===== config.mk =====
export PLATFORM = sky130hd
export DESIGN_NAME = lspc_timer_flat
export DESIGN_NICKNAME = d
export VERILOG_FILES = /design/src/rtl/lspc_pkg.sv /design/src/rtl/lspc_timer_if.sv /design/src/rtl/lspc_strobe_sync.sv /design/src/rtl/lspc_timer.sv /design/src/flat_wrapper.sv
export SDC_FILE = /design/constraint.sdc
export NUM_CORES = 1
export LEC_CHECK = 0
export ABC_AREA = 1
export CORE_ASPECT_RATIO = 0.9
export CORE_MARGIN = 2
export CORE_UTILIZATION = 40
export CTS_CLUSTER_SIZE = 24
export DETAILED_ROUTE_END_ITERATION = 8
export GPL_ROUTABILITY_DRIVEN = 0
export GPL_TIMING_DRIVEN = 0
export PLACE_DENSITY = 0.67
export SLEW_MARGIN = 0
export SYNTH_ARGS = -nofsm -noshare
export SYNTH_HDL_FRONTEND = slang
export SYNTH_SLANG_ARGS = --single-unit

===== constraint.sdc =====
create_clock -name CLK_24M -period 3.2 [get_ports CLK_24M]
set_input_delay 0.96 -clock CLK_24M [delete_from_list [all_inputs] [get_ports CLK_24M]]
set_output_delay 0.96 -clock CLK_24M [all_outputs]
set_load 0.02 [all_outputs]

===== src/rtl/lspc_pkg.sv =====
`default_nettype none
// ============================================================================
// Module      : lspc_pkg
// Description : Shared constants and types for the LSPC raster timer.
// Revision    : 1.0 - initial release
// ============================================================================
package lspc_pkg;

    localparam int ACK_RESET = 0;
    localparam int ACK_TIMER = 1;
    localparam int ACK_VBL   = 2;

    localparam int TM_RELOAD_WR   = 0;
    localparam int TM_RELOAD_VBL  = 1;
    localparam int TM_RELOAD_ZERO = 2;

    localparam logic [31:0] c_count_reset = 32'hFFFF_FFFF;

    typedef enum logic [1:0] {
        CNT_HOLD = 2'd0,
        CNT_LOAD = 2'd1,
        CNT_ZERO = 2'd2,
        CNT_DEC  = 2'd3
    } cnt_src_e;

endpackage : lspc_pkg
`default_nettype wire


===== src/rtl/lspc_timer_if.sv =====
`default_nettype none
// ============================================================================
// Module      : lspc_timer_if
// Description : Register-decoder side of the timer: CPU data, write strobes
//               and latched mode fields.
// Revision    : 1.0 - initial release
// ============================================================================
interface lspc_timer_if;

    logic [15:0] M68K_DATA;
    logic        WR_TIMER_HIGH;
    logic        WR_TIMER_LOW;
    logic        WR_IRQ_ACK;
    logic [2:0]  TIMER_MODE;
    logic        TIMER_IRQ_EN;
    logic        TIMER_STOP;

    modport master (
        output M68K_DATA, WR_TIMER_HIGH, WR_TIMER_LOW, WR_IRQ_ACK,
        output TIMER_MODE, TIMER_IRQ_EN, TIMER_STOP
    );

    modport slave (
        input M68K_DATA, WR_TIMER_HIGH, WR_TIMER_LOW, WR_IRQ_ACK,
        input TIMER_MODE, TIMER_IRQ_EN, TIMER_STOP
    );

endinterface : lspc_timer_if
`default_nettype wire


===== src/rtl/lspc_strobe_sync.sv =====
`default_nettype none
// ============================================================================
// Module      : lspc_strobe_sync
// Description : Synchronises an active-low async strobe and emits a one-cycle
//               pulse on its synchronised falling edge.
// Revision    : 1.0 - initial release
// ============================================================================
module lspc_strobe_sync #(
    parameter int SYNC_STAGES = 2
) (
    input  wire logic clk,
    input  wire logic rst,
    input  wire logic i_strobe_n,
    output logic      o_write
);

    logic [SYNC_STAGES-1:0] r_sync;
    logic [SYNC_STAGES-1:0] r_fill;
    logic                   r_prev;
    logic                   r_armed;

    // r_fill marks when the last stage holds a real sample rather than the
    // reset value, so a strobe held low across reset release is never taken
    // as a falling edge: a genuine high level must be observed first.
    always_ff @(posedge clk or posedge rst) begin
        if (rst) begin
            r_sync  <= '1;
            r_fill  <= '0;
            r_prev  <= 1'b1;
            r_armed <= 1'b0;
        end else begin
            r_sync <= {r_sync[SYNC_STAGES-2:0], i_strobe_n};
            r_fill <= {r_fill[SYNC_STAGES-2:0], 1'b1};
            r_prev <= r_sync[SYNC_STAGES-1];
            if (r_fill[SYNC_STAGES-1] && r_sync[SYNC_STAGES-1]) begin
                r_armed <= 1'b1;
            end
        end
    end

    assign o_write = r_armed & r_prev & ~r_sync[SYNC_STAGES-1];

endmodule : lspc_strobe_sync
`default_nettype wire


===== src/rtl/lspc_timer.sv =====
`default_nettype none
// ============================================================================
// Module      : lspc_timer
// Description : LSPC raster-interrupt down-counter and IRQ pending flags.
//               LSPC_TIMER_READBACK_EN builds the TIMER_COUNT readback reg.
// Revision    : 1.0 - initial release
// ============================================================================
module lspc_timer
    import lspc_pkg::*;
#(
    parameter int         SYNC_STAGES  = 2,
    parameter logic [8:0] PAL_STOP_TOP = 9'h010,
    parameter logic [8:0] PAL_STOP_BOT = 9'h1F0
) (
    input  wire logic        CLK_24M,
    input  wire logic        RESET,
    input  wire logic        CLK_EN_6M,
    lspc_timer_if.slave      bus,
    input  wire logic        VMODE,
    input  wire logic [8:0]  RASTERC,
    input  wire logic        VBL_START,
    output logic             IRQ_TIMER,
    output logic             IRQ_VBL,
    output logic             TIMER_ZERO,
    output logic [31:0]      TIMER_COUNT
);

    logic        w_wr_high;
    logic        w_wr_low;
    logic        w_wr_ack;
    logic        w_hold;
    cnt_src_e    w_src;
    logic [31:0] w_cnt_next;

    logic [31:0] r_reload;
    logic        r_reload_req;
    logic [31:0] r_counter;
    logic        r_irq_timer;
    logic        r_irq_vbl;
    logic        r_zero;

    lspc_strobe_sync #(.SYNC_STAGES(SYNC_STAGES)) u_sync_high (
        .clk(CLK_24M), .rst(RESET), .i_strobe_n(bus.WR_TIMER_HIGH), .o_write(w_wr_high)
    );
    lspc_strobe_sync #(.SYNC_STAGES(SYNC_STAGES)) u_sync_low (
        .clk(CLK_24M), .rst(RESET), .i_strobe_n(bus.WR_TIMER_LOW), .o_write(w_wr_low)
    );
    lspc_strobe_sync #(.SYNC_STAGES(SYNC_STAGES)) u_sync_ack (
        .clk(CLK_24M), .rst(RESET), .i_strobe_n(bus.WR_IRQ_ACK), .o_write(w_wr_ack)
    );

    assign w_hold = VMODE & bus.TIMER_STOP &
                    ((RASTERC < PAL_STOP_TOP) | (RASTERC >= PAL_STOP_BOT));

    always_comb begin
        w_src = CNT_HOLD;
        if (CLK_EN_6M) begin
            if (r_reload_req) begin
                w_src = CNT_LOAD;
            end else if (VBL_START && bus.TIMER_MODE[TM_RELOAD_VBL]) begin
                w_src = CNT_LOAD;
            end else if (!w_hold) begin
                w_src = (r_counter == '0) ? CNT_ZERO : CNT_DEC;
            end
        end
    end

    always_comb begin
        w_cnt_next = r_counter;
        case (w_src)
            CNT_LOAD: w_cnt_next = r_reload;
            CNT_ZERO: w_cnt_next = bus.TIMER_MODE[TM_RELOAD_ZERO] ? r_reload : c_count_reset;
            CNT_DEC:  w_cnt_next = r_counter - 32'd1;
            default:  w_cnt_next = r_counter;
        endcase
    end

    // A low-word write landing on an enable cycle keeps its request, so the
    // load on the following enable always sees the complete new value.
    always_ff @(posedge CLK_24M or posedge RESET) begin
        if (RESET) begin
            r_reload     <= '0;
            r_reload_req <= 1'b0;
            r_counter    <= c_count_reset;
            r_irq_timer  <= 1'b0;
            r_irq_vbl    <= 1'b0;
            r_zero       <= 1'b0;
        end else begin
            r_counter <= w_cnt_next;
            r_zero    <= (w_src == CNT_ZERO);

            if (w_wr_high) begin
                r_reload[31:16] <= bus.M68K_DATA;
            end
            if (w_wr_low) begin
                r_reload[15:0] <= bus.M68K_DATA;
            end

            if (w_wr_low && bus.TIMER_MODE[TM_RELOAD_WR]) begin
                r_reload_req <= 1'b1;
            end else if (CLK_EN_6M) begin
                r_reload_req <= 1'b0;
            end

            if ((w_src == CNT_ZERO) && bus.TIMER_IRQ_EN) begin
                r_irq_timer <= 1'b1;
            end else if (w_wr_ack && bus.M68K_DATA[ACK_TIMER]) begin
                r_irq_timer <= 1'b0;
            end

            if (VBL_START) begin
                r_irq_vbl <= 1'b1;
            end else if (w_wr_ack && bus.M68K_DATA[ACK_VBL]) begin
                r_irq_vbl <= 1'b0;
            end
        end
    end

    assign IRQ_TIMER  = r_irq_timer;
    assign IRQ_VBL    = r_irq_vbl;
    assign TIMER_ZERO = r_zero;

`ifdef LSPC_TIMER_READBACK_EN
    logic [31:0] r_count_rb;

    always_ff @(posedge CLK_24M or posedge RESET) begin
        if (RESET) begin
            r_count_rb <= c_count_reset;
        end else begin
            r_count_rb <= r_counter;
        end
    end

    assign TIMER_COUNT = r_count_rb;
`else
    assign TIMER_COUNT = '0;
`endif

endmodule : lspc_timer
`default_nettype wire


===== src/flat_wrapper.sv =====
// flat-port wrapper written by rule: the top's interface ports become plain ports
module lspc_timer_flat import lspc_pkg::*;
#(
    parameter int         SYNC_STAGES  = 2,
    parameter logic [8:0] PAL_STOP_TOP = 9'h010,
    parameter logic [8:0] PAL_STOP_BOT = 9'h1F0
)
  (CLK_24M, RESET, CLK_EN_6M, VMODE, RASTERC, VBL_START, IRQ_TIMER, IRQ_VBL, TIMER_ZERO, TIMER_COUNT, bus_M68K_DATA, bus_WR_TIMER_HIGH, bus_WR_TIMER_LOW, bus_WR_IRQ_ACK, bus_TIMER_MODE, bus_TIMER_IRQ_EN, bus_TIMER_STOP);
  lspc_timer_if bus_i ();
  input  wire logic CLK_24M;
  input  wire logic RESET;
  input  wire logic CLK_EN_6M;
  input  wire logic VMODE;
  input  wire logic [8:0] RASTERC;
  input  wire logic VBL_START;
  output logic IRQ_TIMER;
  output logic IRQ_VBL;
  output logic TIMER_ZERO;
  output logic [31:0] TIMER_COUNT;
  input wire logic [$bits(bus_i.M68K_DATA)-1:0] bus_M68K_DATA;
  input wire logic [$bits(bus_i.WR_TIMER_HIGH)-1:0] bus_WR_TIMER_HIGH;
  input wire logic [$bits(bus_i.WR_TIMER_LOW)-1:0] bus_WR_TIMER_LOW;
  input wire logic [$bits(bus_i.WR_IRQ_ACK)-1:0] bus_WR_IRQ_ACK;
  input wire logic [$bits(bus_i.TIMER_MODE)-1:0] bus_TIMER_MODE;
  input wire logic [$bits(bus_i.TIMER_IRQ_EN)-1:0] bus_TIMER_IRQ_EN;
  input wire logic [$bits(bus_i.TIMER_STOP)-1:0] bus_TIMER_STOP;
  assign bus_i.M68K_DATA = bus_M68K_DATA;
  assign bus_i.WR_TIMER_HIGH = bus_WR_TIMER_HIGH;
  assign bus_i.WR_TIMER_LOW = bus_WR_TIMER_LOW;
  assign bus_i.WR_IRQ_ACK = bus_WR_IRQ_ACK;
  assign bus_i.TIMER_MODE = bus_TIMER_MODE;
  assign bus_i.TIMER_IRQ_EN = bus_TIMER_IRQ_EN;
  assign bus_i.TIMER_STOP = bus_TIMER_STOP;
  lspc_timer #(.SYNC_STAGES(SYNC_STAGES), .PAL_STOP_TOP(PAL_STOP_TOP), .PAL_STOP_BOT(PAL_STOP_BOT)) u_core (.CLK_24M(CLK_24M), .RESET(RESET), .CLK_EN_6M(CLK_EN_6M), .bus(bus_i), .VMODE(VMODE), .RASTERC(RASTERC), .VBL_START(VBL_START), .IRQ_TIMER(IRQ_TIMER), .IRQ_VBL(IRQ_VBL), .TIMER_ZERO(TIMER_ZERO), .TIMER_COUNT(TIMER_COUNT));
endmodule

Word level (Yosys, flattened, before mapping). Cells that the tools add are included.

Bitwise logic cells: 12. Div/mod/pow operators: 0. Magnitude comparators: 2. Add/subtract/negate cells: 1. Multiplexer cells: 13. Shifts and indexed selects: 0. Reductions and logical operators: 13. Equality and inequality tests: 3. Multiply operators: 0.

Operator list (count): $pmux W32 S3 (1); $logic_not A32 Y1 (1); $mux W32 (1); $sub A32 B1 Y32 const B (1); $ge A9 B9 Y1 const B (1); $lt A9 B5 Y1 const B (1); $and A1 B1 Y1 (8); $logic_and A1 B1 Y1 (8); $mux W2 (4); $mux W1 (7); $reduce_bool A2 Y1 (3); $eq A2 B2 Y1 const B (2); $not A1 Y1 (3); $reduce_bool A3 Y1 (1); $eq A2 B1 Y1 const B (1); $or A1 B1 Y1 (1).

Bits in latches: 0. Bits in read-only memories: 0. Word-level logic and storage cells: 63. Memory bits (writable): 0. Output and inout port bits: 35. Bits in registers: 86. Input bits: 38. Memories kept: 0.

Longest topological paths before layout. Gate-level depths: netlist (run 1).

Depth after elaboration: 10. Mapped depth: 12. Gate-level depth less buffers: 11.

Modules after synthesis. A second synthesis (run 1) with hierarchy kept.

Cells, all modules: 646. Area, all modules: 4804.6 um^2.

Modules (own cells, without submodules): lspc_timer (cells each 607, seq. area each 1741.7 um^2, instances 1, area an instance 4256.6 um^2); lspc_strobe_sync (cells each 13, seq. area each 153.9 um^2, instances 3, area an instance 182.7 um^2).

Least setup slack after synthesis (run 1). Ideal clock, no wire load.

Path kind: input to register. Start point: input port RASTERC[5]. End point: register u_core.r_counter[10]. Arrival: 1.947 ns. Stages: 8. Required time: 3.127 ns. Library setup time: 0.073 ns. Setup slack: 1.180 ns. Cell sequence: nor2_1 > nand2_1 > nand2_1 > nand3_1 > o21ai_2 > buf_2 > a21oi_1 > a21oi_1.

Cells in the longest elaborated chain, start to end: 9.

RTL lines: start: declaration (RTL line flat_wrapper.sv:14) `input wire logic [8:0] RASTERC;`; $lt A9 B5 Y1 or $ge A9 B9 Y1 (tied branches) (RTL line lspc_timer.sv:53) `((RASTERC < PAL_STOP_TOP) | (RASTERC >= PAL_STOP_BOT));`; $or A1 B1 Y1 (*) (RTL line lspc_timer.sv:53); $and A1 B1 Y1 (*) (RTL line lspc_timer.sv:52) `assign w_hold = VMODE & bus.TIMER_STOP &`; $mux W2 (*) (RTL line lspc_timer.sv:62) `end else if (!w_hold) begin`; $mux W2 (*) (RTL line lspc_timer.sv:60) `end else if (VBL_START && bus.TIMER_MODE[TM_RELOAD_VBL]) begin`; $mux W2 (*) (RTL line lspc_timer.sv:58) `if (r_reload_req) begin`; $mux W2 (*) (RTL line lspc_timer.sv:57) `if (CLK_EN_6M) begin`; $eq A2 B2 Y1 or $eq A2 B1 Y1 (tied branches) (RTL line lspc_timer.sv:70) `case (w_src)`; $pmux W32 S3 or $reduce_bool A3 Y1 (tied branches); end signal: assignment (RTL line lspc_timer.sv:84) `r_counter <= c_count_reset;`; end signal: assignment (RTL line lspc_timer.sv:89) `r_counter <= w_cnt_next;`; end: declaration (RTL line lspc_timer.sv:37) `logic [31:0] r_counter;`.

Every way passes the cells marked *; elsewhere a longest branch is shown, timed or not. A chain may end at the register's enable or synchronous reset.

Worst setup path after layout (run 1).
Start point: input port RASTERC[8]. End point: register u_core.r_counter[4].

Same word-level chain as after synthesis.

==> results of run 1 <==
[final timing paths]
path	start	end	slack, ps
setup / recovery	RASTERC[8]	u_core.r_counter[4]$_DFFE_PP1P_	690
hold / removal	u_core.u_sync_high.r_fill[0]$_DFF_PP0_	u_core.u_sync_ack.r_fill[1]$_DFF_PP0_	350
setup reg to reg	u_core.r_counter[0]$_DFFE_PP1P_	u_core.r_counter[21]$_DFFE_PP1P_	1070
hold reg to reg	u_core.u_sync_high.r_fill[0]$_DFF_PP0_	u_core.u_sync_ack.r_fill[1]$_DFF_PP0_	350
max in group asynchronous	RESET	u_core.r_counter[20]$_DFFE_PP1P_	1610
min in group asynchronous	RESET	u_core.r_counter[12]$_DFFE_PP1P_	1210
[synthesized netlist by cell type, drive strengths merged]
cell type | instances | area share, %
a21oi | 16 | 2.0
and2 | 2 | 0.26
and3 | 1 | 0.13
buf | 39 | 6.2
clkbuf | 10 | 0.78
conb | 2 | 0.16
dfrtp | 41 | 21
dfstp | 41 | 22
ha | 1 | 0.26
inv | 81 | 6.3
nand2 | 219 | 18
nand3 | 41 | 4.5
nand3b | 3 | 0.47
nand4 | 6 | 1.1
nor2 | 76 | 7.7
nor3 | 3 | 0.31
nor4 | 1 | 0.13
o21ai | 65 | 7.1
or2 | 4 | 0.52
xnor2 | 3 | 0.54
xor2 | 3 | 0.54
[worst reg2reg max path: cells and delay by family, from the launching register on]
kind | cells | cell delay [ps]
and+or+nand+nor | 9 | 980
DFF | 1 | 550
buffers and inverters | 2 | 270
adders and majority gates | 1 | 270
[through the flow]
step | cells | utilization [%]
floorplan | 689 | -
global placement | 885 | 46.3
detailed placement | 886 | 46.5
CTS | 902 | 49.0
global route | 902 | 49.0
finish | 902 | 49.0
[area by class of cell]
class | instances | area [sq um]
Buffer | 49 | 338
Clock buffer | 10 | 239
Clock inverter | 6 | 55.1
Fill cell | 1185 | 6060
Sequential cell | 82 | 2100
Inverter | 81 | 307
Multi-Input combinational cell | 477 | 2190
Timing Repair Buffer | 37 | 388
Tap cell | 160 | 200
[metal layers]
layer  wire length (um)  vias up  part of all wire [%]
li1                   -     2140                     -
met1               5400     1959                    45
met2               5340      157                    45
met3                989       21                   8.3
met4                223        0                   1.9
met5                  0        -                     0
[registers in the layout, indices dropped and copies added (netlist names), 2 cells and up]
register,flops
u_core.u_sync_low.r_sync,2
u_core.u_sync_high.r_sync,2
u_core.r_counter,32
u_core.u_sync_ack.r_sync,2
u_core.r_reload,32
[power by group through the flow]
stage	logic (uW)	clock network (uW)	registers, uW
CTS	717	1040	1400
global placement	696	0	1410
floorplan	538	0	1370
global route	817	1080	1430
finish	723	1030	1410
detailed placement	712	0	1420
[logic make-up after synthesis]
logic type / share of synthesized area [%]
and+or+nand+nor: 32.5
buffers and inverters: 13.3
DFF: 43.6
AOI/OAI and AO/OA: 9.03
xor gates and xnor gates: 1.09
other: 0.156
adders and majority gates: 0.259
==> key figures, run 1 <==
Final layout
  • Most frequent cells in the layout: nand2_1, inv_1, nor2_1
  • Area grow syn2layout: 20.8%
  • Design Area, Final: around 5800 sq um
  • Share of layout cells above drive strength 1: a little under a fifth
  • Nets: ~780
  • Most common cell after layout, fill and taps aside: nand2_1
  • N_diodes: 0

Floorplan
  • Initial Util: approximately 41%
  • Chip height: 108 um
  • Die W: 120 um
  • Core Area: about 12000 sq um
  • Top-level I/O count: 73
  • Die Footprint: approximately 13000 sq um
  • Row count: 38

Critical path
  • CP Buf/Inv Count: 3
  • Crit-path cells: clkdlybuf4s50_1 > nand2_1 > o21ai_1 > nand3_1 > o21ai_2 > inv_2 > clkbuf_1 > nand3_1 > nand2_1
  • Crit path max-delay family: buffers and inverters
  • Crit path required time: 3470 ps
  • WP depth: 9
  • Worst setup SP type: input port
  • CP arrival: 2780 ps
  • CP max stage delay: between 400 and 500 ps
  • Setup CP Type: input port to register
  • Crit end category: register
  • Register-to-Register Path Depth: 12
  • Worst-path maximum fanout: 10
  • Slowest cell on crit path: clkdlybuf4s50_1

Global routing
  • Largest net degree at the start of global routing: 61
  • Overflow after GRT: 0
  • GRT busiest layer: met2
  • Initial antenna violation count: 0
  • GR Layer Usage met2: 31.8%
  • Met1 usage: a little over a quarter
  • Met3 global-route usage: 3.32%
  • First-pass GRT wire length: slightly below 20 mm
  • Vias in the first global route: roughly 4000
  • All-Layer GR Usage: 19.4%

Timing
  • Setup TNS: 0 ps
  • Clock skew: 6.86 ps
  • Slew @ Worst Pin: 631 ps
  • Max_slew headroom: 57.9%
  • Fmax: approximately 400 MHz
  • Final WS setup: 690 ps
  • Post-layout min period: 2510 ps
  • RSZ-0062 raised after global routing: false
  • Slew Viols, Final: 0
  • Period utilisation layout: 78.4%
  • Final hold violations: 0
  • Final setup viols: 0
  • Hold_ws: 355 ps

Route
  • Final ANT Viol Nets: 0
  • WL/cell: 13.2 um
  • Number of remaining DRC errors: 0
  • Total wire length: 11.9 mm
  • Vias post-DR: 4277
  • Drt via density: ~4.7
  • Initial drt markers: 290
  • DR pass1 iterations: 7

Outcome
  • Status: finished, final reports clean

Clocking
  • Setup Fix Bufs, Post-CTS: 0
  • Clock buffer depth: 2
  • # clock sinks: 82
  • CTS tree: built
  • Root Buffer: clkbuf_16
  • CTS Hold Bufs: 0
  • Clock latency on the worst-skew pair: between 300 and 400 ps
  • CTS H-tree depth: 3
  • CTS clk-pin slew, worst paths: 70 ps
  • Total CTS buffers: 9
  • Post-CTS sizing: 0

Hold path
  • Worst hold path depth: 0
  • Hold Crit Class: register to register

Power
  • Clk pwr share: 32.5%
  • P per Cell Area: 542 nW/um^2
  • Share of power burned in registers: 44.6%
  • P_leak: roughly 0.0029 uW
  • Switching share of power: 33.9%
  • Internal: 2090 uW
  • VDD IR max: approximately 0.44 mV
  • Psw: between 1000 and 1500 uW
  • Final Power: around 3200 uW
  • Gate power share: 22.9%

Placement
  • Dpl ws: 356 ps
  • Area of placed instances: ~5500 sq um
  • Detailed placer's ending HPWL: a little over 9 mm
  • Port bufs: 36

Yosys
  • Mapped Cells: 658
  • Syn_area_per_cell: 7.33 sq um
  • Ys Warns: 0
  • Post-synthesis sequential area ratio: 43.6%
  • Synth unique cells: 36
  • Synth Register Bits: 82
  • Mapped cell area: 4820 sq um

Run
  • Max_cap viols: 0
No activity file was read; power rests on OpenSTA's default activity.
==> inputs of run 2 (changes only) <==
--- a/config.mk
+++ b/config.mk
@@ -13,7 +13,7 @@
 export DETAILED_ROUTE_END_ITERATION = 8
 export GPL_ROUTABILITY_DRIVEN = 0
 export GPL_TIMING_DRIVEN = 0
-export PLACE_DENSITY = 0.67
+export PLACE_DENSITY = 0.69
 export SLEW_MARGIN = 0
 export SYNTH_ARGS = -nofsm -noshare
 export SYNTH_HDL_FRONTEND = slang
==> constraint.sdc (replaced) <==
create_clock -name CLK_24M -period 2.2 [get_ports CLK_24M]
set_input_delay 0.66 -clock CLK_24M [delete_from_list [all_inputs] [get_ports CLK_24M]]
set_output_delay 0.66 -clock CLK_24M [all_outputs]
set_load 0.02 [all_outputs]
==> key figures, run 2 (synthesis gave the netlist of run 1 again) <==
Floorplan
  • Initial Util: 40.6% (unchanged)
  • Chip height: 108 um (unchanged)
  • Top-level I/O count: 73 (unchanged)
  • Die W: 120 um (unchanged)
  • Die Footprint: 13000 sq um (unchanged)
  • Core Area: 11900 sq um (unchanged)
  • Row count: 38 (unchanged)

Final layout
  • Area grow syn2layout: 23.3% (was 20.8%)
  • Most common cell after layout, fill and taps aside: nand2_1 (unchanged)
  • Nets: 785 (was 776)
  • Share of layout cells above drive strength 1: 19.8% (was 18.2%)
  • Top flop regs: u_core.r_counter x32, u_core.r_reload x32 (unchanged)
  • N_diodes: 0 (unchanged)
  • Most frequent cells in the layout: nand2_1, inv_1, nor2_1 (unchanged)

Timing
  • Slew Viols, Final: 0 (unchanged)
  • RSZ-0062 raised after global routing: true (was false)
  • Final setup viols: 0 (unchanged)
  • Period utilisation layout: 94.4%
  • Final hold violations: 0 (unchanged)
  • Final WS setup: 124 ps (was 690 ps)
  • Hold_ws: 348 ps (was 355 ps)
  • Clock skew: 7.04 ps (was 6.86 ps)
  • Fmax: 482 MHz
  • Post-layout min period: 2080 ps

Critical path
  • Worst-path maximum fanout: 10 (unchanged)
  • Crit path required time: 2470 ps (was 3470 ps)
  • CP arrival: 2340 ps (was 2780 ps)
  • Setup CP Type: input port to register (unchanged)
  • Crit. Startpoint: RASTERC[7] (was RASTERC[8])
  • Crit end category: register (unchanged)
  • Worst setup SP type: input port (unchanged)
  • FF-to-FF Start: u_core.r_counter[0]$_DFFE_PP1P_ (unchanged)

Clocking
  • # clock sinks: 82 (unchanged)
  • Clock buffer depth: 2 (unchanged)
  • Total CTS buffers: 9 (unchanged)
  • Clock latency on the worst-skew pair: 340 ps (about the same)
  • CTS H-tree depth: 3 (unchanged)
  • Root Buffer: clkbuf_16 (unchanged)
  • CTS tree: built (unchanged)
  • CTS clk-pin slew, worst paths: 60 ps (was 70 ps)

Power
  • P_leak: 0.00295 uW (was 0.00289 uW)
  • P per Cell Area: 789 nW/um^2 (was 542 nW/um^2)
  • Final Power: 4690 uW (was 3150 uW)
  • VDD IR max: 0.565 mV (was 0.444 mV)

Global routing
  • First-pass GRT wire length: 19.9 mm (was 19.8 mm)
  • Vias in the first global route: 4008 (was 4005)
  • Overflow after GRT: 0 (unchanged)
  • Initial antenna violation count: 0 (unchanged)
  • All-Layer GR Usage: 19.5% (was 19.4%)
  • Largest net degree at the start of global routing: 34 (was 61)

Route
  • DR pass1 iterations: 5 (was 7)
  • Vias post-DR: 4337 (was 4277)
  • Initial drt markers: 294 (was 290)
  • Total wire length: 12.0 mm (was 11.9 mm)
  • Drt via density: 4.76 (was 4.74)
  • WL/cell: 13.2 um (about the same)
  • Number of remaining DRC errors: 0 (unchanged)
  • Final ANT Viol Nets: 0 (unchanged)

Placement
  • Detailed placer's ending HPWL: 9.11 mm (was 9.13 mm)
  • Port bufs: 36 (unchanged)
  • Dpl ws: -331 ps (was 356 ps)

Hold path
  • Hold Crit Class: register to register (unchanged)
  • Hold Path Origin: u_core.u_sync_high.r_fill[0]$_DFF_PP0_ (unchanged)

Outcome
  • Status: finished, final reports clean (unchanged)

Run
  • Max_cap viols: 0 (unchanged)
[run 2: changes by cell type in the layout (fill, tap and decap cells not counted), sizes merged]
| cell | before | now |
|---|---|---|
| buf | 40 | 49 |
| bufinv | 0 | 1 |
| clkinv | 2 | 0 |
| clkinvlp | 0 | 3 |
| inv | 85 | 83 |
[run 2: layer usage]
metal / share of wire [%] / GRT usage, % / routed length (um) / vias up
met5: 0 / 0 / 0 / -
met4: 1.7 / 5.97 / 204 / 0
met3: 7.4 / 3.90 / 889 / 17
met2: 47 / 31.5 / 5610 / 157
met1: 44 / 26.5 / 5330 / 1996
li1: - / - / - / 2167
[run 2: repair_timing]
| action | 4_1_cts | 5_1_grt |
|---|---|---|
| buffers inserted | 0 | 8 |
| hold buffers | 0 | 0 |
| resized for setup | 0 | 12 |
| endpoints found under the setup margin | 0 | 32 |
[run 2: final timing paths]
kind	slack (ps)	to	cells after the start
max	120	u_core.r_counter[13]$_DFFE_PP1P_	8
min	350	u_core.u_sync_ack.r_fill[1]$_DFF_PP0_	0
max reg2reg	160	u_core.r_counter[13]$_DFFE_PP1P_	11
min reg2reg	350	u_core.u_sync_ack.r_fill[1]$_DFF_PP0_	0
max in group asynchronous	710	u_core.u_sync_high.r_sync[0]$_DFF_PP1_	4
min in group asynchronous	980	u_core.r_counter[12]$_DFFE_PP1P_	2
[run 2: layout make-up]
| type | count | area, sq um |
|---|---|---|
| clock inverter | 6 | 71.3 |
| sequential | 82 | 2100 |
| timing repair buffer | 46 | 473 |
| buffer | 49 | 345 |
| multi-input combinational | 477 | 2210 |
| clock buffer | 10 | 239 |
| inverter | 81 | 308 |
| fill | 1184 | 5940 |
| tap | 160 | 200 |
[run 2: worst max-delay path, cell delays in order]
cell	delay, ps
clkdlybuf4s50_1	480
nand2_1	60
o21ai_1	160
nand3_2	140
o21ai_4	270
buf_2	340
a21oi_1	70
a21oi_1	150
[run 2: report_power, final]
part / internal (uW) / switching (uW) / leakage [uW]
Sequential: 1820 / 224 / 0.000925
Clock: 922 / 636 / 0.000146
Combinational: 412 / 673 / 0.00187
[run 2: through the flow]
stage	cells	TNS [ps]	area, sq um	util [%]
floorplan	689	0	4940	-
detailed placement	887	-9520	5540	46.6
CTS	903	0	5850	49.2
finish	911	0	5950	50.0
global placement	885	-20410	5500	46.3
global route	911	-27.9	5950	50.0
==> inputs of run 3 (changes only) <==
--- a/config.mk
+++ b/config.mk
@@ -13,7 +13,7 @@
 export DETAILED_ROUTE_END_ITERATION = 8
 export GPL_ROUTABILITY_DRIVEN = 0
 export GPL_TIMING_DRIVEN = 0
-export PLACE_DENSITY = 0.69
+export PLACE_DENSITY = 0.61
 export SLEW_MARGIN = 0
 export SYNTH_ARGS = -nofsm -noshare
 export SYNTH_HDL_FRONTEND = slang
==> key figures, run 3 (synthesis gave the netlist of run 1 again) <==
Placement
  • Dpl ws: -357 ps (was -331 ps)
  • Detailed placer's ending HPWL: 9.28 mm (was 9.11 mm)
  • Placed Instances: 887 (unchanged)
  • Port bufs: 36 (unchanged)

Timing
  • Setup TNS: 0 ps (unchanged)
  • Clock skew: 5.84 ps (was 7.04 ps)
  • Post-layout min period: 2070 ps (was 2080 ps)
  • Max_slew headroom: 61.7%
  • RSZ-0062 raised after global routing: false (was true)
  • Slew @ Worst Pin: 574 ps
  • Slew Viols, Final: 0 (unchanged)
  • Final WS setup: 134 ps (was 124 ps)
  • Final setup viols: 0 (unchanged)
  • Hold_ws: 357 ps (was 348 ps)
  • Fmax: 484 MHz (was 482 MHz)
  • Period utilisation layout: 93.9% (was 94.4%)
  • Final hold violations: 0 (unchanged)

Clocking
  • # clock sinks: 82 (unchanged)
  • Total CTS buffers: 9 (unchanged)
  • Root Buffer: clkbuf_16 (unchanged)
  • CTS H-tree depth: 3 (unchanged)
  • CTS tree: built (unchanged)
  • Clock latency on the worst-skew pair: 340 ps (about the same)
  • Clock buffer depth: 2 (unchanged)
  • CTS clk-pin slew, worst paths: 60 ps (about the same)
  • CTS Hold Bufs: 0 (unchanged)

Global routing
  • Vias in the first global route: 3934 (was 4008)
  • GR Layer Usage met2: 31.8% (was 31.5%)
  • GRT busiest layer: met2 (unchanged)
  • Overflow after GRT: 0 (unchanged)
  • First-pass GRT wire length: 19.9 mm (about the same)
  • All-Layer GR Usage: 19.8% (was 19.5%)
  • Largest net degree at the start of global routing: 34 (unchanged)
  • Met1 usage: 27.3% (was 26.5%)
  • Met3 global-route usage: 4.11% (was 3.90%)
  • Initial antenna violation count: 0 (unchanged)

Hold path
  • Hold Path Origin: u_core.u_sync_high.r_sync[0]$_DFF_PP1_ (was u_core.u_sync_high.r_fill[0]$_DFF_PP0_)
  • Hold Crit Class: register to register (unchanged)

Floorplan
  • Top-level I/O count: 73 (unchanged)
  • Core Area: 11900 sq um (unchanged)
  • Die W: 120 um (unchanged)
  • Row count: 38 (unchanged)
  • Initial Util: 40.6% (unchanged)
  • Chip height: 108 um (unchanged)
  • Die Footprint: 13000 sq um (unchanged)

Critical path
  • Crit. Startpoint: RASTERC[7] (unchanged)
  • RR Endpoint: u_core.r_counter[4]$_DFFE_PP1P_ (was u_core.r_counter[13]$_DFFE_PP1P_)
  • CP Buf/Inv Count: 2 (unchanged)
  • Setup CP Type: input port to register (unchanged)
  • CP dominant cell by count: nand2_1 (was a21oi_1)
  • CP max stage delay: 480 ps (about the same)
  • Crit path to: u_core.r_counter[21]$_DFFE_PP1P_ (was u_core.r_counter[13]$_DFFE_PP1P_)
  • CP arrival: 2330 ps (was 2340 ps)
  • WP depth: 11 (was 8)
  • Crit path max-delay family: simple AND/OR/NAND/NOR gates (was buffers and inverters)
  • Crit-path cells: clkdlybuf4s50_1 > nand2_1 > o21ai_1 > nand3_2 > nand4_1 > clkbuf_4 > nand2_1 > nand2_1 > nand2_1 > nand2_1 > nand2_1 (was clkdlybuf4s50_1 > nand2_1 > o21ai_1 > nand3_2 > o21ai_4 > buf_2 > a21oi_1 > a21oi_1)
  • Crit path required time: 2470 ps (about the same)
  • Register-to-Register Path Depth: 12 (was 11)
  • Worst-path maximum fanout: 10 (unchanged)
  • Worst setup SP type: input port (unchanged)
  • FF-to-FF Start: u_core.r_counter[0]$_DFFE_PP1P_ (unchanged)
  • R2r setup slk: 170 ps (was 160 ps)
  • Slowest cell on crit path: clkdlybuf4s50_1 (unchanged)
  • Crit end category: register (unchanged)

Route
  • Vias post-DR: 4275 (was 4337)
  • WL/cell: 13.3 um (was 13.2 um)
  • Number of remaining DRC errors: 0 (unchanged)
  • Drt via density: 4.70 (was 4.76)
  • Initial drt markers: 254 (was 294)
  • DR pass1 iterations: 5 (unchanged)
  • Total wire length: 12.1 mm (was 12.0 mm)
  • Final ANT Viol Nets: 0 (unchanged)

Final layout
  • N_diodes: 0 (unchanged)
  • Area grow syn2layout: 23.0% (was 23.3%)
  • Most common cell after layout, fill and taps aside: nand2_1 (unchanged)
  • Nets: 784 (was 785)
  • Fin util: 49.9% (was 50.0%)
  • Share of layout cells above drive strength 1: 19.6% (was 19.8%)
  • Top flop regs: u_core.r_counter x32, u_core.r_reload x32 (unchanged)
  • Most frequent cells in the layout: nand2_1, inv_1, nor2_1 (unchanged)
  • Post-route insts no fill: 910 (was 911)

Run
  • Max_cap viols: 0 (unchanged)

Outcome
  • Status: finished, final reports clean (unchanged)

Power
  • VDD IR max: 0.515 mV (was 0.565 mV)
  • P per Cell Area: 787 nW/um^2 (was 789 nW/um^2)
  • P_leak: 0.00294 uW (was 0.00295 uW)
run 3: cell types whose count changed in the layout (fill, tap and decap cells not counted), sizes merged:
cell,before,now
clkinv,0,2
clkinvlp,3,1
clkbuf,20,23
inv,83,82
buf,49,46
run 3: per-stage QoR:
stage	instance area [sq um]	total power (uW)
global route	5930	4940
detailed placement	5540	3100
global placement	5500	3070
finish	5930	4670
CTS	5850	4660
floorplan	4940	2770
run 3: worst min-delay path by stage:
stage	end	slack [ps]	cells after the start
3_3_place_gp	u_core.u_sync_ack.r_fill[1]$_DFF_PP0_	330	0
4_1_cts	u_core.u_sync_low.r_sync[1]$_DFF_PP1_	360	0
6_report	u_core.u_sync_high.r_sync[1]$_DFF_PP1_	360	0
5_1_grt	u_core.u_sync_low.r_sync[1]$_DFF_PP1_	360	0
3_5_place_dp	u_core.u_sync_low.r_sync[1]$_DFF_PP1_	350	0
2_1_floorplan	u_core.u_sync_ack.r_fill[1]$_DFF_PP0_	330	0
run 3: final cells by class:
| type | count | area [sq um] |
|---|---|---|
| fill | 1213 | 5960 |
| clock inverter | 5 | 61.3 |
| tap | 160 | 200 |
| buffer | 49 | 348 |
| sequential | 82 | 2100 |
| clock buffer | 11 | 243 |
| multi-input combinational | 477 | 2210 |
| inverter | 81 | 308 |
| timing repair buffer | 45 | 453 |
run 3: what timing repair did:
action / 4_1_cts / 5_1_grt
setup endpoints to repair: 0 / 32
gates resized for setup: 0 / 13
setup buffers: 0 / 7
run 3: where the power goes:
part | leakage, uW | internal (uW) | switching (uW)
logic | 0.00187 | 408 | 663
clock network | 0.000151 | 919 | 630
registers | 0.000925 | 1820 | 223
run 3: metal layers:
metal	vias up	wire, um	part of all wire, %
li1	2158	-	-
met1	1968	5750	47
met2	139	5400	44
met3	10	841	6.9
met4	0	146	1.2
met5	-	0	0
